**config.mk**
```make
export PLATFORM = sky130hd
export DESIGN_NAME = pixel_sink_buffer
export DESIGN_NICKNAME = d
export VERILOG_FILES = /design/src/rtl/pixel_pkg.sv /design/src/rtl/pixel_fifo.sv /design/src/rtl/pixel_sink_buffer.sv
export SDC_FILE = /design/constraint.sdc
export NUM_CORES = 1
export LEC_CHECK = 0
export BUFFER_PORTS_ARGS = -buffer_cell sky130_fd_sc_hd__clkbuf_2
export CORE_MARGIN = 3
export CORE_UTILIZATION = 44
export DETAILED_ROUTE_END_ITERATION = 16
export GPL_TIMING_DRIVEN = 1
export SYNTH_ARGS = -nofsm -noshare
export SYNTH_HDL_FRONTEND = slang
export SYNTH_SLANG_ARGS = --single-unit
```
**constraint.sdc**
```tcl
create_clock -name iClock -period 3.9 [get_ports iClock]
set_clock_uncertainty 0.05 [all_clocks]
set_input_delay 0.78 -clock iClock [delete_from_list [all_inputs] [get_ports iClock]]
set_output_delay 0.78 -clock iClock [all_outputs]
set_load 0.1 [all_outputs]
```
**src/rtl/pixel_pkg.sv**
```systemverilog
// -----------------------------------------------------------------------------
// pixel_pkg
// Shared screen geometry, pixel entry type and (x,y) -> framebuffer address
// helpers. Used by the pixel sink buffer and by the neighbouring plotter and
// VGA memory wrapper so that they all agree on one address mapping.
// -----------------------------------------------------------------------------
package pixel_pkg;

    localparam int X_SCREEN_PIXELS = 160;
    localparam int Y_SCREEN_PIXELS = 120;
    localparam int ADDR_W          = 15;   // 160*120 = 19200 < 2^15
    localparam int COLOUR_W        = 3;
    localparam int X_W             = 8;
    localparam int Y_W             = 7;

    // Limits at coordinate width so range compares stay width-matched.
    localparam logic [X_W-1:0] X_LIMIT = X_W'(X_SCREEN_PIXELS);
    localparam logic [Y_W-1:0] Y_LIMIT = Y_W'(Y_SCREEN_PIXELS);

    typedef struct packed {
        logic [ADDR_W-1:0]   addr;
        logic [COLOUR_W-1:0] colour;
    } pixel_entry_t;

    localparam int ENTRY_W = $bits(pixel_entry_t);

    function automatic logic in_range(input logic [X_W-1:0] x,
                                      input logic [Y_W-1:0] y);
        return (x < X_LIMIT) && (y < Y_LIMIT);
    endfunction

    // y*160 + x as two shifts and adds; max 119*160+159 = 19199 fits ADDR_W.
    function automatic logic [ADDR_W-1:0] xy_to_addr(input logic [X_W-1:0] x,
                                                     input logic [Y_W-1:0] y);
        logic [ADDR_W-1:0] w_x;
        logic [ADDR_W-1:0] w_y;
        w_x = ADDR_W'(x);
        w_y = ADDR_W'(y);
        return (w_y << 7) + (w_y << 5) + w_x;
    endfunction

endpackage

```
**src/rtl/pixel_fifo.sv**
```systemverilog
// -----------------------------------------------------------------------------
// pixel_fifo
// Generic first-word-fall-through FIFO. The head entry is visible on oHead
// whenever oEmpty=0; a pop consumes it and the next entry appears the cycle
// after. A push while full is accepted only if a pop happens in the same cycle.
// While empty, oHead holds the last popped entry (zero after reset).
//
// Parameters: DEPTH (power of 2, >= 2), WIDTH (entry width)
// Ports:
//   iClock, iReset   clock, asynchronous active-high reset
//   iPush, iPushData write request and data
//   iPop             read request (ignored while empty)
//   oHead            head entry
//   oFull, oEmpty    occupancy flags
//   oCount           occupancy 0..DEPTH
// -----------------------------------------------------------------------------
module pixel_fifo #(
    parameter int DEPTH = 16,
    parameter int WIDTH = 8
) (
    input  logic                     iClock,
    input  logic                     iReset,
    input  logic                     iPush,
    input  logic [WIDTH-1:0]         iPushData,
    input  logic                     iPop,
    output logic [WIDTH-1:0]         oHead,
    output logic                     oFull,
    output logic                     oEmpty,
    output logic [$clog2(DEPTH):0]   oCount
);

    localparam int PTR_W = $clog2(DEPTH);
    localparam logic [PTR_W:0] FULL_COUNT = (PTR_W+1)'(DEPTH);

    logic [WIDTH-1:0] r_mem [DEPTH];
    logic [PTR_W-1:0] r_wr_ptr;
    logic [PTR_W-1:0] r_rd_ptr;
    logic [PTR_W:0]   r_count;
    logic [WIDTH-1:0] r_last;

    logic w_full;
    logic w_empty;
    logic w_do_push;
    logic w_do_pop;

    assign w_full    = (r_count == FULL_COUNT);
    assign w_empty   = (r_count == '0);
    assign w_do_pop  = iPop && !w_empty;
    assign w_do_push = iPush && (!w_full || w_do_pop);

    // NOTE: storage is deliberately left out of reset; only the pointers and
    // count define which entries are live, so resetting the array buys nothing.
    always_ff @(posedge iClock) begin
        if (w_do_push) begin
            r_mem[r_wr_ptr] <= iPushData;
        end
    end

    // NOTE: every sequential update uses <= so all registers see the values
    // from before the edge, independent of statement order.
    always_ff @(posedge iClock or posedge iReset) begin
        if (iReset) begin
            r_wr_ptr <= '0;
            r_rd_ptr <= '0;
            r_count  <= '0;
            r_last   <= '0;
        end else begin
            if (w_do_push) begin
                r_wr_ptr <= r_wr_ptr + PTR_W'(1);
            end
            if (w_do_pop) begin
                r_rd_ptr <= r_rd_ptr + PTR_W'(1);
                r_last   <= r_mem[r_rd_ptr];
            end
            case ({w_do_push, w_do_pop})
                2'b10:   r_count <= r_count + (PTR_W+1)'(1);
                2'b01:   r_count <= r_count - (PTR_W+1)'(1);
                default: r_count <= r_count;
            endcase
        end
    end

    assign oHead  = w_empty ? r_last : r_mem[r_rd_ptr];
    assign oFull  = w_full;
    assign oEmpty = w_empty;
    assign oCount = r_count;

endmodule

```
**src/rtl/pixel_sink_buffer.sv**
```systemverilog
// -----------------------------------------------------------------------------
// pixel_sink_buffer
// Receives one pixel write per cycle from the box plotter, drops off-screen
// pixels, converts (x,y) to a linear framebuffer address and queues the write
// in a FWFT FIFO that drains to a stallable video-memory write port. The
// plotter cannot be stalled, so a pixel arriving at a full FIFO is dropped and
// recorded in the sticky oOverflow flag.
//
// Optional build macro PIXEL_SINK_CLIP_COUNT_EN adds oClipCount, a saturating
// count of off-screen pixel strobes (cleared by reset and iClearOverflow).
//
// Ports:
//   iClock, iReset        clock, asynchronous active-high reset
//   iX, iY, iColour       pixel from the plotter
//   iPlot                 pixel strobe
//   iMemReady             memory accepts the write this cycle
//   iClearOverflow        clears oOverflow (and oClipCount when present)
//   oAddr, oData, oWrEn   memory write port (transfer on oWrEn && iMemReady)
//   oFull, oEmpty, oCount FIFO occupancy
//   oOverflow             sticky dropped-pixel flag
// -----------------------------------------------------------------------------
module pixel_sink_buffer
    import pixel_pkg::*;
#(
    parameter int DEPTH = 16
) (
    input  logic                   iClock,
    input  logic                   iReset,
    input  logic [X_W-1:0]         iX,
    input  logic [Y_W-1:0]         iY,
    input  logic [COLOUR_W-1:0]    iColour,
    input  logic                   iPlot,
    input  logic                   iMemReady,
    input  logic                   iClearOverflow,
    output logic [ADDR_W-1:0]      oAddr,
    output logic [COLOUR_W-1:0]    oData,
    output logic                   oWrEn,
    output logic                   oFull,
    output logic                   oEmpty,
    output logic [$clog2(DEPTH):0] oCount,
`ifdef PIXEL_SINK_CLIP_COUNT_EN
    output logic [7:0]             oClipCount,
`endif
    output logic                   oOverflow
);

    logic         w_in_range;
    logic         r_stage_valid;
    pixel_entry_t r_stage_entry;
    pixel_entry_t w_head;
    logic         w_full;
    logic         w_empty;
    logic         w_pop;
    logic         w_drop;
    logic         r_overflow;

    assign w_in_range = in_range(iX, iY);

    // Stage A: range check and address conversion, registered.
    always_ff @(posedge iClock or posedge iReset) begin
        if (iReset) begin
            r_stage_valid <= 1'b0;
            r_stage_entry <= '0;
        end else begin
            r_stage_valid <= iPlot && w_in_range;
            r_stage_entry <= '{addr: xy_to_addr(iX, iY), colour: iColour};
        end
    end

    assign w_pop  = !w_empty && iMemReady;
    // A pop in the same cycle frees a slot, so only full-without-pop drops.
    assign w_drop = r_stage_valid && w_full && !w_pop;

    pixel_fifo #(
        .DEPTH (DEPTH),
        .WIDTH (ENTRY_W)
    ) u_fifo (
        .iClock    (iClock),
        .iReset    (iReset),
        .iPush     (r_stage_valid),
        .iPushData (r_stage_entry),
        .iPop      (w_pop),
        .oHead     (w_head),
        .oFull     (w_full),
        .oEmpty    (w_empty),
        .oCount    (oCount)
    );

    // Set has priority over clear so a drop is never lost.
    always_ff @(posedge iClock or posedge iReset) begin
        if (iReset) begin
            r_overflow <= 1'b0;
        end else if (w_drop) begin
            r_overflow <= 1'b1;
        end else if (iClearOverflow) begin
            r_overflow <= 1'b0;
        end
    end

`ifdef PIXEL_SINK_CLIP_COUNT_EN
    logic [7:0] r_clip_count;

    always_ff @(posedge iClock or posedge iReset) begin
        if (iReset) begin
            r_clip_count <= '0;
        end else if (iClearOverflow) begin
            r_clip_count <= '0;
        end else if (iPlot && !w_in_range && (r_clip_count != 8'hFF)) begin
            r_clip_count <= r_clip_count + 8'd1;
        end
    end

    assign oClipCount = r_clip_count;
`endif

    assign oAddr     = w_head.addr;
    assign oData     = w_head.colour;
    assign oWrEn     = !w_empty;
    assign oFull     = w_full;
    assign oEmpty    = w_empty;
    assign oOverflow = r_overflow;

endmodule
```
==> results.md <==
- Outcome: finished clean
- Crit Path Category: reg2out
- Number of core rows: 63
- DR DRC count: 0
- PostCTS Resize Cnt: 0
- Final hold vios: 0
- Die Y: 182 um
- Seq/Total Area, Yosys: 0.729
- Final worst slack: 0.207 ns
- Leading cell types by count after synthesis: edfxtp_1, mux4_2, dfrtp_1
- Mapped Cells: 705
- Critical path required time: 3.07 ns
- Crit path DAT: 2.86 ns
- IO Pins: 50
- Fmax achieved: 271 MHz
- Min Tclk post-route: 3.69 ns
- Setup violations, final: 0
- GPL Wtd Cong: 0.796
- Pre-CTS setup slack: 0.678 ns
- CP Capture Type: primary output
- RSZ-0062 raised after global routing: no
- Vias in the first global route: 7083
- Uppermost layer routed: met4
- Metal2 WL: 14400 um
- Tot Pwr: 13.3 mW
- Syn_nets: 750
- Synth area leader: edfxtp_1
- Cell variety after synth: 50
- Placed Cells: 1137
- Routed WL per cell: 24.3 um
- CTS tree: built
- First-pass detailed-route iteration total: 5
- Detailed-placement wirelength estimate: 16100 um
- Core area: 0.0300 sq mm
- Flops & latches, synth: 339
- Most frequent cell after synthesis: edfxtp_1
- Clock Latency Late Sink: 0.51 ns
- Global-route wire length before repair: 44100 um
- Max rail drop VDD: 1.05 mV
- Largest net degree at the start of global routing: 48
- Max_slew headroom: 0.354
- Chip width: 182 um
- Ant. Diodes: 0
- Yosys top cell area share: 0.635
- Via density: 5.66
- Worst setup SP type: register
- NumNets Final: 829
- Via Count: 6793
- H-Tree Depth: 2
- Setup TNS: 0 ns
- Slew Limit Fails: 0
- Port Buffer Count: 49
- Final period util: 0.947
- Starting Density: 0.453
- HP Class: in2reg
- Fin area: 0.0158 sq mm
- Placed instance area: 0.0146 sq mm
- Share of cells above drive strength 1: 0.322
- Setup Buffers After CTS: 0
- Synthesized area per cell: 19.3 sq um
- Clk sink count: 339
- Root buf cell: clkbuf_16
- Final Non-Filler Cells: 1200
- Max-Cap Viols: 0
- Dominant synthesized flop cell: edfxtp_1
- CP Max Fanout: 47
- Cell Area, Synth: 0.0136 sq mm
- Worst slew pin tran: 0.967 ns
- CTS Hold Bufs: 0
- Syn-to-layout area delta: 16.2%
- Ys async rst share: 0.150
- Die area: 0.0331 sq mm
- Final WL: 29200 um
- Metal-1 WL: 12800 um
- Top post-synthesis cells by area: edfxtp_1, mux4_2, dfrtp_1
- Synth warn: 0
- Routed length on met3: 1480 um
- Worst-path clk slew: 0.06 ns
- Leak: 5.51 nW
- Power density cells: 842 mW/mm^2
- TritonCTS Buffers: 35
- Post-synth EDFFs: 288
- GR Util All Layers: 0.179
- Longest Clk Path Bufs: 3
- Initial antenna violation count: 0
- Overflow after GRT: 0
- Antenna Nets Post-Route: 0
- Filler instances: 2320
- First DRT Iteration DRCs: 616
[worst max-delay path, cell delays in order, from the launching register on]
cell and delay (ns):
dfrtp_4 0.54, buf_12 0.38, mux4_2 0.55, mux2i_1 0.16, mux2_2 0.25, o21ai_4 0.06
clkbuf_2 0.38
[routing by layer]
metal / vias to the layer above / track usage
met2: 175 / 0.295
met1: 3588 / 0.253
li1: 2984 / -
met5: - / 0
met3: 46 / 0.0296
met4: 0 / 0.0411
[through the flow]
| step | util | hold slack [ns] |
|---|---|---|
| 2_1_floorplan | - | 0.400 |
| 3_3_place_gp | 0.487 | 0.412 |
| 3_5_place_dp | 0.487 | 0.425 |
| 4_1_cts | 0.527 | 0.318 |
| 5_1_grt | 0.527 | 0.315 |
| 6_report | 0.527 | 0.339 |
[layout by cell type (no fill, tap or decap), drive strengths merged, types with 9 or more instances in the layout]
master	n
clkbuf	95
xnor2	10
ha	20
mux2	20
o21ai	46
mux2i	36
buf	27
edfxtp	288
and3	9
nand2	41
dfrtp	51
inv	19
mux4	72
[report_power, final]
| part | total (mW) | switching, mW | internal [mW] |
|---|---|---|---|
| Sequential | 4.82 | 0.397 | 4.42 |
| Clock | 3.42 | 1.33 | 2.09 |
| Combinational | 5.09 | 3.41 | 1.68 |
[sequential cells by signal (all words and copies together), names as in the netlist]
register,flops
u_fifo.r_mem,288
u_fifo.r_last,18
u_fifo.r_wr_ptr,4
r_stage_valid,1
u_fifo.r_rd_ptr,4
u_fifo.oCount,5
oOverflow,1
r_stage_entry,18
[cell families (layout without fill, tap and decap cells)]
family	count (synthesis)	after routing	share of synthesized area
flops	339	339	0.729
mux	128	128	0.162
simple gates	84	84	0.0314
compound gates	69	69	0.0305
buf+inv	49	154	0.0160
fa+ha+maj	22	22	0.0213
xor+xnor	14	14	0.00901
[worst paths after layout]
check                                               start                              to  slack, ns  depth (start not counted)
setup / recovery           u_fifo.r_rd_ptr[2]$_DFFE_PP0N_                       oAddr[13]       0.21                          6
hold / removal                                 iColour[2]      r_stage_entry[2]$_DFF_PP0_       0.34                          1
setup reg to reg             u_fifo.oCount[1]$_DFFE_PP0P_    u_fifo.r_mem[9][9]$_DFFE_PP_       1.23                          5
hold reg to reg             u_fifo.r_last[10]$_DFFE_PP0N_   u_fifo.r_last[10]$_DFFE_PP0N_       0.43                          2
max in group asynchronous                          iReset   u_fifo.r_last[13]$_DFFE_PP0N_       2.56                          3
min in group asynchronous                          iReset  u_fifo.r_wr_ptr[2]$_DFFE_PP0P_       0.44                          2
[area by class of cell]
class                      count  area, sq um  share of cell area
sequential                   339         9940               0.628
multi-input combinational    317         3640               0.230
clock buffer                  46          967              0.0612
timing repair buffer          76          498              0.0315
tap                          390          488              0.0309
clock inverter                17          225              0.0142
inverter                      15         56.3             0.00356
No activity file was read; power rests on OpenSTA's default activity.
